===== src/rtl/pb_pkg.sv =====
// Shared types and helpers for the pushbutton debouncer.
// Holds the auto-repeat state encoding and the counter-width rule.
package pb_pkg;

  typedef enum logic [1:0] {
    RPT_IDLE,
    RPT_DELAY,
    RPT_REPEAT
  } rpt_state_e;

  // Bits needed to hold 0..max_val, never less than one bit.
  function automatic int cnt_width(input int max_val);
    return (max_val < 1) ? 1 : $clog2(max_val + 1);
  endfunction

endpackage


===== src/rtl/pb_debounce_ch.sv =====
// One debounced button channel: stability counter, debounced level, edge pulses
// and the hold auto-repeat state machine, all advanced by the shared sample tick.
module pb_debounce_ch
  import pb_pkg::*;
#(
  parameter int STABLE_SAMPLES = 8,
  parameter int REPEAT_EN      = 1,
  parameter int REPEAT_DELAY   = 500,
  parameter int REPEAT_RATE    = 100
) (
  input  logic clk,
  input  logic rst_n,
  input  logic tick,
  input  logic sample,
  output logic level,
  output logic press_pulse,
  output logic release_pulse,
  output logic repeat_pulse
);

  localparam int SW = cnt_width(STABLE_SAMPLES - 1);

  logic [SW-1:0] stable_cnt;
  logic          flip;
  logic          press_now;
  logic          release_now;

  // The level flips on the tick that completes a full run of differing samples.
  assign flip        = tick && (sample != level) && (stable_cnt == SW'(STABLE_SAMPLES - 1));
  assign press_now   = flip && sample;
  assign release_now = flip && !sample;

  always_ff @(posedge clk or negedge rst_n) begin
    if (!rst_n) begin
      stable_cnt    <= '0;
      level         <= 1'b0;
      press_pulse   <= 1'b0;
      release_pulse <= 1'b0;
    end else begin
      press_pulse   <= press_now;
      release_pulse <= release_now;
      if (tick) begin
        if (sample == level || flip) begin
          stable_cnt <= '0;
        end else begin
          stable_cnt <= stable_cnt + 1'b1;
        end
        if (flip) begin
          level <= sample;
        end
      end
    end
  end

  generate
    if (REPEAT_EN != 0) begin : g_repeat
      localparam int RW = cnt_width(((REPEAT_DELAY > REPEAT_RATE) ? REPEAT_DELAY : REPEAT_RATE) - 1);

      rpt_state_e    state;
      logic [RW-1:0] rcnt;

      // A release on the same clock as a due repeat suppresses that repeat.
      always_ff @(posedge clk or negedge rst_n) begin
        if (!rst_n) begin
          state        <= RPT_IDLE;
          rcnt         <= '0;
          repeat_pulse <= 1'b0;
        end else begin
          repeat_pulse <= 1'b0;
          if (release_now) begin
            state <= RPT_IDLE;
            rcnt  <= '0;
          end else if (press_now) begin
            state <= RPT_DELAY;
            rcnt  <= '0;
          end else if (tick && level) begin
            case (state)
              RPT_DELAY: begin
                if (rcnt == RW'(REPEAT_DELAY - 1)) begin
                  repeat_pulse <= 1'b1;
                  state        <= RPT_REPEAT;
                  rcnt         <= '0;
                end else begin
                  rcnt <= rcnt + 1'b1;
                end
              end
              RPT_REPEAT: begin
                if (rcnt == RW'(REPEAT_RATE - 1)) begin
                  repeat_pulse <= 1'b1;
                  rcnt         <= '0;
                end else begin
                  rcnt <= rcnt + 1'b1;
                end
              end
              default: begin
                state <= RPT_IDLE;
                rcnt  <= '0;
              end
            endcase
          end
        end
      end
    end else begin : g_no_repeat
      assign repeat_pulse = 1'b0;
    end
  endgenerate

endmodule


===== src/rtl/pb_debounce_multi.sv =====
// N-channel pushbutton debouncer: reset release synchronizer, shared sample-tick
// divider and per-channel 2-FF input synchronizers feeding one channel block each.
module pb_debounce_multi
  import pb_pkg::*;
#(
  parameter int N_CH           = 4,
  parameter int TICK_DIV       = 100000,
  parameter int STABLE_SAMPLES = 8,
  parameter int REPEAT_EN      = 1,
  parameter int REPEAT_DELAY   = 500,
  parameter int REPEAT_RATE    = 100
) (
  input  logic            clk,
  input  logic            rst_n,
  input  logic [N_CH-1:0] button,
  output logic [N_CH-1:0] level,
  output logic [N_CH-1:0] press_pulse,
  output logic [N_CH-1:0] release_pulse,
  output logic [N_CH-1:0] repeat_pulse
);

  localparam int DW = cnt_width(TICK_DIV - 1);

  logic [1:0]      rst_pipe;
  logic            rst_int_n;
  logic [DW-1:0]   div_cnt;
  logic            tick;
  logic [N_CH-1:0] sync1;
  logic [N_CH-1:0] sync2;

  // Reset asserts asynchronously everywhere but is released on a clock edge.
  always_ff @(posedge clk or negedge rst_n) begin
    if (!rst_n) begin
      rst_pipe <= '0;
    end else begin
      rst_pipe <= {rst_pipe[0], 1'b1};
    end
  end

  assign rst_int_n = rst_pipe[1];
  assign tick      = (div_cnt == DW'(TICK_DIV - 1));

  always_ff @(posedge clk or negedge rst_int_n) begin
    if (!rst_int_n) begin
      div_cnt <= '0;
      sync1   <= '0;
      sync2   <= '0;
    end else begin
      div_cnt <= tick ? '0 : div_cnt + 1'b1;
      sync1   <= button;
      sync2   <= sync1;
    end
  end

  generate
    for (genvar ch = 0; ch < N_CH; ch++) begin : g_ch
      pb_debounce_ch #(
        .STABLE_SAMPLES(STABLE_SAMPLES),
        .REPEAT_EN     (REPEAT_EN),
        .REPEAT_DELAY  (REPEAT_DELAY),
        .REPEAT_RATE   (REPEAT_RATE)
      ) u_ch (
        .clk          (clk),
        .rst_n        (rst_int_n),
        .tick         (tick),
        .sample       (sync2[ch]),
        .level        (level[ch]),
        .press_pulse  (press_pulse[ch]),
        .release_pulse(release_pulse[ch]),
        .repeat_pulse (repeat_pulse[ch])
      );
    end
  endgenerate

endmodule


===== config.mk =====
export PLATFORM = sky130hd
export DESIGN_NAME = pb_debounce_multi
export DESIGN_NICKNAME = d
export VERILOG_FILES = /design/src/rtl/pb_pkg.sv /design/src/rtl/pb_debounce_ch.sv /design/src/rtl/pb_debounce_multi.sv
export SDC_FILE = /design/constraint.sdc
export NUM_CORES = 1
export LEC_CHECK = 0
export ABC_AREA = 1
export CAP_MARGIN = 20
export CORE_MARGIN = 4
export CORE_UTILIZATION = 32
export DETAILED_ROUTE_END_ITERATION = 8
export DONT_BUFFER_PORTS = 1
export MAX_ROUTING_LAYER = met4
export SLEW_MARGIN = 10
export SYNTH_ARGS = -nofsm -noshare
export SYNTH_HDL_FRONTEND = slang
export SYNTH_SLANG_ARGS = --single-unit

===== constraint.sdc =====
create_clock -name clk -period 5.2 [get_ports clk]
set_clock_uncertainty 0.05 [all_clocks]
set_input_delay 0.52 -clock clk [delete_from_list [all_inputs] [get_ports clk]]
set_output_delay 0.52 -clock clk [all_outputs]
set_load 0.01 [all_outputs]

# After elaboration in Yosys (flattened, before gate mapping)
# Cells that the tools add are included.
# Widths: inputs -> output; s select.
# totals
register_bits	99
input_bits	6
output_inout_bits	16
word_cells	191
# op_classes
addsub	9
n_eq_ne	37
muxes	73
reduce_logical	40
# op_table
op	n
$mux 9	20
$pmux 9 s2	4
$add 9x1->9 const B	4
$eq 9x7->1 const B	4
$eq 9x9->1 const B	4
$mux 2	16
$logic_and 1x1->1	20
$mux 1	20
$add 17x1->17 const B	1
$eq 17x17->1 const B	1
$mux 17	1
$ne 4x1->1 const B	4
$pmux 2 s2	4
$add 3x1->3 const B	4
$eq 3x3->1 const B	4
$mux 3	4
$ne 3x1->1 const B	4
$reduce_and 3->1	4
$reduce_bool 3->1	4
$eq 2x1->1 const B	4
$eq 2x2->1 const B	4
$pmux 1 s2	4
$reduce_and 2->1	4
$eq 1x1->1	4
other kinds (3)	12

# Logic depth before layout (Yosys ltp)
# depth
ltp_word	6
mapped_depth	12
depth_no_buf	11

# Hierarchy
# A second synthesis with hierarchy kept.
# hier_totals
cells_unflattened	684
area_unflattened_um2	5534.1
# by_module_without_submodules
module	instances	cells_each	area_per_inst_um2	seq_area_each_um2
pb_debounce_ch (g_ch[0].u_ch ...)	3	132	1053.5	450.4
pb_debounce_multi	1	149	1278.7	675.6
pb_debounce_ch (g_ch[1].u_ch)	1	139	1094.8	450.4

# Least setup slack after synthesis
# Ideal clock, no wire load.
# synth_timing
path_kind	register to register
start	reg div_cnt[0]
end	reg g_ch[2].u_ch.g_repeat.state[0]
setup_ns	0.117
arrival_ns	1.530
t_required_ns	5.033
slack_ns	3.502
stages_incl_launch_ff	12
n_path_buf	1
period_less_slack_ns	1.698
cell_sequence	dfrtp_1 -> ha_1 -> nand2_2 -> nor2_4 -> nand2_2 -> nor3_4 -> buf_6 -> nand3_4 -> nand2_2 -> nand2_1 -> nand2_1 -> nand2_1
# synth_between
elab_chain_cells	6
word_cells_on_any_way	12
cone_classes	eq/ne: 3; mux: 2; reduce/logical: 7
# synth_rtl
item	line	text
start: declaration	pb_debounce_multi.sv:26	logic [DW-1:0] div_cnt;
start signal: assignment	pb_debounce_multi.sv:49	div_cnt <= tick ? '0 : div_cnt + 1'b1;
$eq 17x17->1 *	pb_debounce_multi.sv:41	assign tick = (div_cnt == DW'(TICK_DIV - 1));
$logic_and 1x1->1 (2 in series)	pb_debounce_ch.sv:29	assign flip = tick && (sample != level) && (stable_cnt == SW'(STABLE_SAMPLES - 1));
$logic_and 1x1->1 (on tied branches)	pb_debounce_ch.sv:31, pb_debounce_ch.sv:30	
$ne 4x1->1 (no line), or another cell as far along	--	
$reduce_and 3->1 (no line) / $mux 2 (equally long branches)	--	
end signal: assignment	pb_debounce_ch.sv:65	state <= RPT_IDLE;
end signal: assignment	pb_debounce_ch.sv:71	state <= RPT_IDLE;
end signal: assignment	pb_debounce_ch.sv:74	state <= RPT_DELAY;
end: declaration	pb_debounce_ch.sv:59	rpt_state_e state;
# Every way passes the cells marked *; elsewhere a longest branch is shown, timed or not.
# A chain may end at the register's enable or synchronous reset.

# Worst setup path in the final report
# layout_timing
start	reg div_cnt[0]
end	reg g_ch[3].u_ch.g_repeat.state[0]
# layout_between
elab_chain_cells	6
word_cells_on_any_way	12
cone_classes	eq/ne: 3; mux: 2; reduce/logical: 7
# layout_rtl
item	line
$eq 17x17->1 *	pb_debounce_multi.sv:41
$logic_and 1x1->1 (2 in series)	pb_debounce_ch.sv:29
$logic_and 1x1->1 (on tied branches)	pb_debounce_ch.sv:31, pb_debounce_ch.sv:30
$ne 4x1->1 (no line), or another cell as far along	--
$reduce_and 3->1 (no line) / $mux 2 (equally long branches)	--
end signal: assignment	pb_debounce_ch.sv:65
end signal: assignment	pb_debounce_ch.sv:71
end signal: assignment	pb_debounce_ch.sv:74
end: declaration	pb_debounce_ch.sv:59
# Marked as above.

==> flow_summary.json <==
{
  "vias": 4139,
  "stdcell_area_mm2": 0.00602,
  "crit_fanout": 12,
  "hold_path_depth": 0,
  "outcome": "completed",
  "drt-total-wl_um": 10600,
  "dp_hpwl_um": 7630,
  "post_cts_buffers": 0,
  "period_share": 0.457,
  "antenna_left": 0,
  "cts_buffers": 9,
  "hp-start": "button[0]",
  "cts_sinks": 99,
  "r2r_slack_ns": 2.82,
  "ys_seq_area_frac": 0.448,
  "dpl_cell_area_mm2": 0.00566,
  "synth_top_area_frac": 0.448,
  "grt_pass1_wl_um": 18600,
  "die_h_um": 139,
  "maxCapViolCount": 0,
  "io_buffers": 0,
  "cp-end-kind": "flop",
  "grt_max_degree": 70,
  "ys_async_sr_fraction": 1.00,
  "whs_endpoint": "sync1[0]",
  "grt_antenna_before_repair": 0,
  "synth_common_cells": "nand2_1, inv_1, dfrtp_1",
  "grt_remaining_overflow": 0,
  "cts_tree": "yes",
  "worstPathRequired_ns": 5.39,
  "r2r_end": "g_ch[3].u_ch.g_repeat.state[0]",
  "grt_pass1_vias": 3927,
  "row_count": 47,
  "cts_hold_buf": 1,
  "syn-mean-instance-area_um2": 7.77,
  "vias_per_cell": 4.46,
  "hp-class": "in2reg",
  "wire_per_inst_um": 11.4,
  "htreeDepth": 3,
  "antennaDiodeCount": 0,
  "cts.clk_slew.worst_paths_ns": 0.07,
  "synth_largest_area_cell": "dfrtp_1",
  "initial_core_util": 0.330,
  "synth_ff_type": "dfrtp_1",
  "area_growth_pct": 8.85,
  "clockBufferDepth": 2,
  "core-area_mm2": 0.0168,
  "yosysMostFrequentCell": "nand2_1",
  "cts_root_buf": "clkbuf_16",
  "drc": 0,
  "leakage_uw": 0.00309,
  "ctsResizeCount": 0,
  "worstSkewPairLatency_ns": 0.35,
  "fmax_ghz": 0.421,
  "drive_above_1_share": 0.0621,
  "route.met3.wl_um": 377,
  "yosys-top-cells-area": "dfrtp_1, nand2_1, inv_1",
  "synth_edf_count": 0,
  "startpoint_type": "flop",
  "wl_met1_um": 5320,
  "postSynthRegisterBits": 99,
  "dr.pass1.iters": 5,
  "max_slew_margin": 0.415,
  "r2r_cells": 10,
  "fin_tns_setup_ns": 0,
  "ir_worst_vdd_uv": 140,
  "tightest_slew_ns": 0.878,
  "rsz0062_at_grt": "no",
  "fin_crit_ns": 2.38,
  "pin_count": 22,
  "fin_nets": 731,
  "crit_start": "div_cnt[0]",
  "p_per_area_mw_per_mm2": 262,
  "yosys.cell_types.count": 32,
  "synthCells": 712,
  "wl_met2_um": 4720,
  "die_area_mm2": 0.0194,
  "timing.rr.start": "div_cnt[0]",
  "worstSetupPathType": "reg2reg",
  "netlist_area_mm2": 0.00553,
  "final_hold_viol_count": 0,
  "gp_congestion": 0.845,
  "drtIter0Drc": 279,
  "synth_nets": 739,
  "die_w_um": 139,
  "top_layer": "met4",
  "ys.warnings.count": 0,
  "maxSlewViolCount": 0,
  "track_usage": 0.120,
  "setup_violations": 0,
  "arrival_ns": 2.57
}
-- routing by layer --
layer  vias to the layer above  global-route usage
met5                         -                   -
met4                         0              0.0448
met3                         9              0.0329
met2                        37               0.180
met1                      1888               0.155
li1                       2205                   -
-- flip-flops by register name, summed over array words and instances (netlist names), 4 cells and up --
register,count
g_ch.u_ch.press_pulse,4
sync2,4
g_ch.u_ch.g_repeat.state,8
sync1,4
g_ch.u_ch.release_pulse,4
g_ch.u_ch.repeat_pulse,4
g_ch.u_ch.stable_cnt,12
g_ch.u_ch.g_repeat.rcnt,36
div_cnt,17
g_ch.u_ch.level,4
-- critical path, stage by stage, from the launching register on --
cell and delay, ns:
dfrtp_1 0.39, ha_1 0.23, nand2_2 0.08, nor2_4 0.11, nand2_2 0.10, nor3_4 0.59
nand2_1 0.26, nand2_1 0.25, nand2_1 0.10, nand2_1 0.07, nand2_1 0.04
-- final cells by class --
cell class | count | area (um2)
fill | 1728 | 10700
sequential | 99 | 2480
multi-input combinational | 472 | 2440
inverter | 119 | 447
tap | 220 | 275
clock buffer | 11 | 243
clock inverter | 5 | 108
timing repair buffer | 3 | 25.0
-- cell families (layout without fill, tap and decap cells) --
logic type | count (synthesis) | after routing | synth area share
AND/OR/NAND/NOR | 387 | 387 | 0.314
buffers and inverters | 141 | 138 | 0.111
adder cells (fa/ha/maj) | 21 | 21 | 0.0475
XOR/XNOR | 26 | 26 | 0.0412
AO/OA/AOI/OAI | 37 | 37 | 0.0376
flip-flops | 99 | 99 | 0.448
other | 1 | 1 | 0.000678
-- stage by stage --
step	std cells	hold WS (ns)	power [uW]	utilization	setup WS, ns
4_1_cts	929	0.121	1610	0.359	2.83
3_3_place_gp	912	0.174	811	0.338	2.92
5_1_grt	929	0.119	1640	0.359	2.64
2_1_floorplan	712	0.174	804	-	2.19
6_report	929	0.140	1570	0.359	2.82
3_5_place_dp	912	0.174	812	0.338	2.84
-- layout by cell type (no fill, tap or decap), types with 3 or more instances in the layout --
cell,instances
a211oi_1,3
a21oi_1,5
bufinv_16,3
clkbuf_16,9
dfrtp_1,98
ha_1,21
inv_1,115
inv_2,4
nand2_1,203
nand2_2,13
nand3_1,67
nand3b_1,8
nand4_1,28
nor2_1,52
nor2_2,3
nor4_1,4
o21ai_0,17
o21ai_1,7
xnor2_1,7
xor2_1,19
-- report_power, final --
group          internal (uW)  leakage (uW)  switching [uW]
Sequential               774       0.00135            7.99
Combinational           1.92       0.00157            11.9
Clock                    486      0.000170             293
Total                   1260       0.00309             313
-- worst max-delay path by stage --
stage / end / slack, ns / cells after the start
finish: g_ch[3].u_ch.g_repeat.state[0] / 2.82 / 10
global route: g_ch[3].u_ch.g_repeat.state[0] / 2.64 / 10
CTS: g_ch[3].u_ch.g_repeat.state[0] / 2.83 / 10
detailed placement: g_ch[3].u_ch.g_repeat.state[0] / 2.84 / 10
global placement: g_ch[3].u_ch.g_repeat.state[0] / 2.92 / 10
floorplan: div_cnt[0] / 2.19 / 0
Power figures use the tool's default switching activity.
